$ cat config.mk
export PLATFORM = sky130hd
export DESIGN_NAME = adc_sample_capture
export DESIGN_NICKNAME = d
export VERILOG_FILES = /design/src/rtl/adc_sample_capture.sv
export SDC_FILE = /design/constraint.sdc
export NUM_CORES = 1
export LEC_CHECK = 0
export ABC_AREA = 1
export BUFFER_PORTS_ARGS = -buffer_cell sky130_fd_sc_hd__buf_2
export CAP_MARGIN = 20
export CELL_PAD_IN_SITES_DETAIL_PLACEMENT = 0
export CELL_PAD_IN_SITES_GLOBAL_PLACEMENT = 1
export CORE_UTILIZATION = 41
export CTS_CLUSTER_DIAMETER = 80
export CTS_CLUSTER_SIZE = 8
export DETAILED_ROUTE_END_ITERATION = 10
export MAX_ROUTING_LAYER = met4
export PLACE_DENSITY = 0.84
export SLEW_MARGIN = 20
export SYNTH_ARGS = -nofsm -noshare
export SYNTH_HDL_FRONTEND = slang
export SYNTH_SLANG_ARGS = --single-unit
export TNS_END_PERCENT = 20
$ cat constraint.sdc
create_clock -name clk -period 2.4 [get_ports clk]
set_input_delay 0 -clock clk [delete_from_list [all_inputs] [get_ports clk]]
set_output_delay 0 -clock clk [all_outputs]
set_load 0.05 [all_outputs]
$ cat src/rtl/adc_sample_capture.sv
// Serial ADC front end: paces samples, clocks a 16-SCLK ADC frame and emits signed Q-format u with a one-cycle EN strobe.
// Optional sticky overrun output when ADC_OVERRUN_FLAG_EN is defined.
module adc_sample_capture #(
  parameter int size       = 22,
  parameter int pf         = 14,
  parameter int ADC_BITS   = 12,
  parameter int CLK_DIV    = 4,
  parameter int SAMPLE_DIV = 2000
) (
  input  logic            clk,
  input  logic            rst,
  input  logic            run,
  input  logic            sdata,
  output logic            cs_n,
  output logic            sclk,
  output logic [size-1:0] u,
  output logic            EN,
  output logic            busy
`ifdef ADC_OVERRUN_FLAG_EN
  ,
  output logic            overrun
`endif
);

  localparam int TW        = $clog2(SAMPLE_DIV);
  localparam int DW        = (CLK_DIV > 1) ? $clog2(CLK_DIV) : 1;
  localparam int SHIFT_AMT = pf - ADC_BITS + 1;
  localparam logic [TW-1:0] CNT_MAX = TW'(SAMPLE_DIV - 1);
  localparam logic [DW-1:0] DIV_MAX = DW'(CLK_DIV - 1);

  typedef enum logic [1:0] {IDLE, CS_SETUP, SHIFT, DONE} state_t;

  state_t              state_q, state_d;
  logic [TW-1:0]       cnt_q, cnt_d;
  logic [DW-1:0]       div_q, div_d;
  logic [4:0]          half_q, half_d;
  logic [ADC_BITS-1:0] sh_q, sh_d;
  logic                cs_n_q, cs_n_d;
  logic                sclk_q, sclk_d;
  logic                busy_q, busy_d;
  logic                en_q, en_d;
  logic [size-1:0]     u_q, u_d;
  logic                tick;
  logic                frame_active;
  logic [ADC_BITS-1:0] s_tc;
  logic [size-1:0]     s_ext;
  logic [size-1:0]     conv;

  // Offset binary to two's complement is just an MSB flip.
  assign s_tc  = {~sh_q[ADC_BITS-1], sh_q[ADC_BITS-2:0]};
  assign s_ext = {{(size-ADC_BITS){s_tc[ADC_BITS-1]}}, s_tc};
  assign conv  = s_ext << SHIFT_AMT;

  always_comb begin
    tick    = run && (cnt_q == CNT_MAX);
    cnt_d   = '0;
    if (run) begin
      cnt_d = tick ? '0 : cnt_q + 1'b1;
    end
    state_d = state_q;
    div_d   = div_q;
    half_d  = half_q;
    case (state_q)
      IDLE: begin
        if (tick) begin
          state_d = CS_SETUP;
          div_d   = '0;
        end
      end
      CS_SETUP: begin
        if (div_q == DIV_MAX) begin
          state_d = SHIFT;
          div_d   = '0;
          half_d  = '0;
        end else begin
          div_d = div_q + 1'b1;
        end
      end
      SHIFT: begin
        if (div_q == DIV_MAX) begin
          div_d = '0;
          if (half_q == 5'd31) begin
            state_d = DONE;
          end else begin
            half_d = half_q + 1'b1;
          end
        end else begin
          div_d = div_q + 1'b1;
        end
      end
      DONE:    state_d = IDLE;
      default: state_d = IDLE;
    endcase

    // Outputs are registered from the next state so they line up with state_q.
    frame_active = (state_d == CS_SETUP) || (state_d == SHIFT);
    cs_n_d = ~frame_active;
    busy_d = frame_active;
    sclk_d = (state_d == SHIFT) ? half_d[0] : 1'b1;
    en_d   = (state_d == DONE);
    u_d    = en_d ? conv : u_q;
    // Register is only ADC_BITS wide, so the leading frame bits fall off the top.
    sh_d   = (state_d == SHIFT && sclk_d && !sclk_q) ? {sh_q[ADC_BITS-2:0], sdata} : sh_q;
  end

  always_ff @(posedge clk) begin
    if (rst) begin
      state_q <= IDLE;
      cnt_q   <= '0;
      div_q   <= '0;
      half_q  <= '0;
      sh_q    <= '0;
      cs_n_q  <= 1'b1;
      sclk_q  <= 1'b1;
      busy_q  <= 1'b0;
      en_q    <= 1'b0;
      u_q     <= '0;
    end else begin
      state_q <= state_d;
      cnt_q   <= cnt_d;
      div_q   <= div_d;
      half_q  <= half_d;
      sh_q    <= sh_d;
      cs_n_q  <= cs_n_d;
      sclk_q  <= sclk_d;
      busy_q  <= busy_d;
      en_q    <= en_d;
      u_q     <= u_d;
    end
  end

  assign cs_n = cs_n_q;
  assign sclk = sclk_q;
  assign busy = busy_q;
  assign EN   = en_q;
  assign u    = u_q;

`ifdef ADC_OVERRUN_FLAG_EN
  logic overrun_q, overrun_d;

  always_comb begin
    overrun_d = overrun_q | (tick && (state_q != IDLE));
  end

  always_ff @(posedge clk) begin
    if (rst) begin
      overrun_q <= 1'b0;
    end else begin
      overrun_q <= overrun_d;
    end
  end

  assign overrun = overrun_q;
`endif

endmodule

==> results of run 1 <==
-- synth_stat cells (2+ instances only) --
cell	count	area, µm²
ha_1	11	137.6
buf_6	2	22.52
nand3_1	13	65.06
or2_2	2	12.51
nand3_2	3	30.03
nor2_1	44	165.2
nor3_1	3	15.01
buf_4	10	75.07
a21oi_1	25	125.1
inv_1	31	116.4
o21ai_0	16	80.08
nand2_1	50	187.7
dfxtp_1	48	960.9
nand4_1	4	25.02
clkbuf_1	3	11.26
nor3b_1	2	15.01
-- cells in the final DEF, fill, tap and decap left out, drive strengths merged --
master,synthesis,routed
clkbuf,4,5
conb,1,3
nor2,44,44
ha,11,11
nand2,50,50
or2,2,2
xnor2,1,1
dlygate4sd3,0,1
nand3,17,18
xor2,1,1
o211ai,1,1
o21ai,17,17
clkinvlp,0,1
dfxtp,48,48
clkinv,0,1
nand4,4,4
inv,32,32
nor3,4,4
a21oi,25,25
buf,13,29
nor3b,2,2
o21bai,1,1
-- where the power goes --
part | switching (µW) | leakage, µW | total (µW) | internal [µW]
logic | 76.8 | 0.000670 | 102 | 25.1
clock network | 263 | 0.0000400 | 461 | 198
registers | 3.79 | 0.000387 | 808 | 804
total | 344 | 0.00110 | 1370 | 1030
-- state kept, by name (all words and copies together), names as in the netlist --
register,flops
u,12
busy,1
div_q,2
sclk,1
EN,1
state_q,2
sh_q,12
cs_n,1
cnt_q,11
half_q,5
-- worst max-delay path, delay by kind of cell (launching register included) --
family,cells,cell delay [ns]
flip-flops,1,0.35
buffers and inverters,1,0.07
adder cells (fa/ha/maj),3,0.62
AO/OA/AOI/OAI,2,0.28
AND/OR/NAND/NOR,8,0.76
-- worst max-delay path by stage --
| stage | endpoint | slack (ns) | cells after the start |
|---|---|---|---|
| after CTS | sh_q[4] | 0.12 | 14 |
| after floorplan | sh_q[2] | 0.33 | 14 |
| final | sh_q[4] | 0.25 | 14 |
| after global placement | sh_q[2] | 0.24 | 13 |
| after global routing | sh_q[4] | 0.003 | 14 |
| after detailed placement | sh_q[4] | 0.15 | 14 |
-- through the flow --
step           hold WS, ns  cell area [µm²]  std cells  total power [µW]
3_3_place_gp        0.3054             2263        359             926.6
5_1_grt            0.05696             2380        368              1428
3_5_place_dp        0.3071             2263        359             924.9
6_report           0.04344             2380        368              1371
2_1_floorplan      0.06907             2153        280             909.7
4_1_cts            0.04503             2355        367              1385
-- logic make-up (layout without fill, tap and decap cells) --
kind of cell / after synthesis / in the layout / share of synthesized area, %
buf+inv: 49 / 69 / 11.49
fa+ha+maj: 11 / 11 / 6.414
simple gates: 123 / 124 / 25.31
xor+xnor: 2 / 2 / 0.8165
compound gates: 44 / 44 / 11.02
other cells: 1 / 3 / 0.1748
flops: 48 / 48 / 44.78
-- layout make-up --
class                   count  area, µm²  share of cell area, %
clock inverters             2      12.51                 0.5258
inverters                  32      120.1                  5.047
well taps                  67      83.83                  3.523
flip-flops and latches     48      960.9                  40.38
clock buffers               5      68.82                  2.892
repair buffers             30      162.7                  6.835
multi-input cells         184      970.9                  40.80
-- per-layer routing --
metal / share of wire [%] / routed length (µm)
met1: 49 / 1928
met3: 3.6 / 141
met5: 0 / 0
met4: 1.6 / 61
met2: 45 / 1763
-- repair_timing --
| action | in CTS | in global routing |
|---|---|---|
| buffers inserted | 0 | 0 |
| hold endpoints to repair | 1 | 0 |
| setup endpoints to repair | 0 | 12 |
| hold buffers | 1 | 0 |
| resized for setup | 0 | 3 |
==> results.toml, run 1 <==
[synthesis]
synth_edf_count = 0
synth_seq_cells = 48
ys_warn_count = 0
synth_ff_type = "dfxtp_1"
synth-async-reset-ratio_pct = 0
syn-instance-count = 278
synthDistinctLibCells = 27
netlist_area_mm2 = 0.002146
syn_avg_cell_area_um2 = 7.719
yosysSeqAreaShare_pct = 44.78

[floorplanning]
core_area_mm2 = 0.004880
die_h_um = 74.35
dieArea_mm2 = 0.005527
pin_count = 30
die_width_um = 74.35
rows = 25
initial_utilization_pct = 43.97

[cts]
clockBufferDepth = 2
numClockSinks = 48
cts_tree = "done"
cts_made_buffers = 5
htreeDepth = 2
insertion_delay_ns = 0.30
clk_pin_slew_ns = 0.09
cts_root_buf = "clkbuf_8"

[min_path]
worstHoldStart = "rst"
whs_path_depth = 2
hp-class = "input pin to register"
holdPathEnd = "EN"

[critical_path]
crit_slowest_cell = "dfxtp_1"
r2r_end = "sh_q[4]"
rrSetupSlack_ns = 0.25
worst_path_most_repeated_cell = "nand2_1"
required_ns = 2.64
worstPathCellList = "ha_1 -> nand2_1 -> nor2_1 -> ha_1 -> nand2_1 -> o21ai_0 -> o21ai_1 -> ha_1 -> inv_1 -> nor2_4 -> nand3_4 -> nand2_1 -> nand2_1 -> nor2_1"
r2r_start = "half_q[0]"
crit_path_end_kind = "register"
startpoint_type = "register"
worst_r2r_path_depth = 14
critPathMaxFanout = 11
worst_ep_arrival_time_ns = 2.39
slowest_delay_ns = 0.35
critical_path_class = "register to register"
startpoint = "half_q[0]"

[global_route]
grt_max_degree = 24
met2_usage_pct = 24.95
grt_pass1_wl_um = 6644
grt_use_met1_pct = 20.05
busiest_layer = "met2"
grt_usage_pct = 16.16
grt_pass1_vias = 1540
overflow = 0
grt_util_met3_pct = 4.201
antenna_found_initial = 0

[sta]
final_max_slew_viol_count = 0
rsz0062_at_grt = "no"
final-hold-violation-count = 0
max_freq_mhz = 465.3
timing.final.crit_share_pct = 89.55
setup_viol = 0
min_period_ns = 2.149
setup_tns_ns = 0
layout_setup_ws_ns = 0.2508
fin_skew_ns = 0.007891

[placed_design]
pre_cts_slack_ns = 0.1464
gp_congestion = 0.8002
hpwlAfterDp_um = 2704
port_buffers = 26

[layout]
antennaDiodeCount = 0
syn_to_final_growth_pct = 10.90
utilization_pct = 48.77
drive_above_1_share_pct = 15.61
fill_cells = 499
nets = 316

[routing]
drt-pass1-iter-count = 4
detail_route.wl_per_cell_um = 10.58
via_per_inst = 4.649
drc = 0
antenna_left = 0
vias = 1711
drtIter0Drc = 65
drt-total-wl_um = 3895

[pwr]
vdd_drop_max_v = 0.0003692
power_density_mw_per_mm2 = 576.0
p_leak_uw = 0.001097

[job]
drv_cap = 0

[run_status]
outcome = "finished clean"
No activity file was read; power rests on OpenSTA's default activity.
==> run 2, diff against run 1 <==
- CORE_UTILIZATION: 41 -> 44
- PLACE_DENSITY: 0.84 -> 0.89
- clock period: 2.4 -> 2.5 ns (I/O delays scaled with it)
==> run 2 against run 1 <==
- worst setup slack improved by 0.023 ns
- register-to-register slack gained 0.02 ns
- sequential power shrank 4.0%
- clock power up 28%
- critical path type unchanged
==> results.toml, run 2 (synthesized netlist as in run 1, its figures left out) <==
[run_status]
outcome = "finished clean"

[sta]
final-hold-violation-count = 0
layout_setup_ws_ns = 0.2737
rsz0062_at_grt = "no"
setup_tns_ns = 0
timing.final.crit_share_pct = 89.05
fin_skew_ns = 0.007104
setup_viol = 0
min_period_ns = 2.226
final_max_slew_viol_count = 0
max_freq_mhz = 449.2

[placed_design]
pre_cts_slack_ns = 0.1530
hpwlAfterDp_um = 2721
gp_congestion = 0.7473
port_buffers = 26

[cts]
cts_made_buffers = 5
htreeDepth = 2
cts_tree = "done"
cts_root_buf = "clkbuf_8"
insertion_delay_ns = 0.30
clk_pin_slew_ns = 0.09
numClockSinks = 48
clockBufferDepth = 2

[global_route]
antenna_found_initial = 0
overflow = 0
grt_pass1_wl_um = 6534
grt_max_degree = 24
grt_usage_pct = 16.67
grt_pass1_vias = 1557

[layout]
drive_above_1_share_pct = 15.61
final_common_cell = "nand2_1"
antennaDiodeCount = 0
nets = 315
final_cell_mix = "nand2_1 (50), dfxtp_1 (48), nor2_1 (43)"
syn_to_final_growth_pct = 11.31

[pwr]
p_leak_uw = 0.001113
vdd_drop_max_v = 0.0003101
power_density_mw_per_mm2 = 611.8

[critical_path]
slowest_delay_ns = 0.35
startpoint_type = "register"
crit_slowest_cell = "dfxtp_1"
cp_top_family = "simple AND/OR/NAND/NOR gates"
crit_path_end_kind = "register"
crit_buf_inv = 1
worst_ep_arrival_time_ns = 2.43
worstPathCellList = "ha_1 -> nand2_1 -> nor2_1 -> ha_1 -> nand2_1 -> o21ai_0 -> o21ai_1 -> ha_1 -> inv_1 -> nor2_4 -> nand3_2 -> nor2_1 -> nor2_1"
required_ns = 2.71
critical_path_class = "register to register"
critPathMaxFanout = 10

[routing]
drc = 0
antenna_left = 0
vias = 1720
detail_route.wl_per_cell_um = 11.08
drtIter0Drc = 110
via_per_inst = 4.845
drt-pass1-iter-count = 4
drt-total-wl_um = 3935

[job]
drv_cap = 0

[floorplanning]
pin_count = 30
rows = 25
die_h_um = 71.84
initial_utilization_pct = 45.73
dieArea_mm2 = 0.005160
core_area_mm2 = 0.004692
die_width_um = 71.84

[min_path]
hp-class = "input pin to register"
run 2: changes by cell type in the layout (fill, tap and decap cells not counted):
cell / previous run / this run
clkbuf_8: 5 / 6
nand3_4: 2 / 1
bufinv_16: 0 / 1
clkinv_4: 0 / 1
buf_4: 3 / 2
nand3_2: 3 / 4
clkinvlp_4: 1 / 0
clkinv_2: 1 / 0
run 2: area by class of cell:
cell class	instances	area (µm²)
Fill cell	455	2303
Clock inverter	2	38.79
Sequential cell	48	960.9
Tap cell	54	67.56
Inverter	32	120.1
Multi-Input combinational cell	184	963.4
Timing Repair Buffer	29	155.1
Clock buffer	6	82.58
run 2: path summary, 6_finish.rpt:
kind | slack, ns | depth (start not counted) | startpoint | endpoint
setup / recovery | 0.27 | 13 | half_q[0] | sh_q[7]
hold / removal | 0.03 | 2 | rst | state_q[0]
setup reg to reg | 0.27 | 13 | half_q[0] | sh_q[7]
hold reg to reg | 0.46 | 1 | sh_q[11] | u[14]
run 2: worst reg2reg max path, cell delays in order (launching register included):
cell and delay [ns]:
dfxtp_1 0.35, ha_1 0.21, nand2_1 0.09, nor2_1 0.04
ha_1 0.18, nand2_1 0.07, o21ai_0 0.07, o21ai_1 0.22
ha_1 0.21, inv_1 0.07, nor2_4 0.17, nand3_2 0.22
nor2_1 0.16, nor2_1 0.06
run 2: report_power, final:
part | internal, µW | switching [µW]
Clock | 327 | 261
Combinational | 23.9 | 73.4
Sequential | 772 | 3.75
Total | 1120 | 338
run 2: routing by layer:
| layer | vias to the layer above | global-route usage (%) | routed length [µm] |
|---|---|---|---|
| met5 | - | - | 0 |
| met4 | 0 | 5.882 | 58 |
| met3 | 6 | 4.641 | 120 |
| met2 | 22 | 28.93 | 1896 |
| met1 | 776 | 18.26 | 1859 |
| li1 | 916 | - | - |
run 2: stage by stage:
step           cells  utilization [%]  power, µW  area [µm²]  hold WS, ns
6_report         355            50.91       1461        2389      0.03212
5_1_grt          355            50.91       1524        2389      0.02798
4_1_cts          354            50.53       1482        2371      0.02180
3_5_place_dp     345            47.73      888.8        2240       0.3213
3_3_place_gp     345            47.73      888.1        2240       0.3051
2_1_floorplan    280                -      873.3        2153      0.06907
run 2: repair_timing:
item	in CTS	in global routing
hold endpoints to repair	1	0
buffers inserted	0	0
setup endpoints to repair	0	12
resized for setup	0	2
hold buffers	1	0
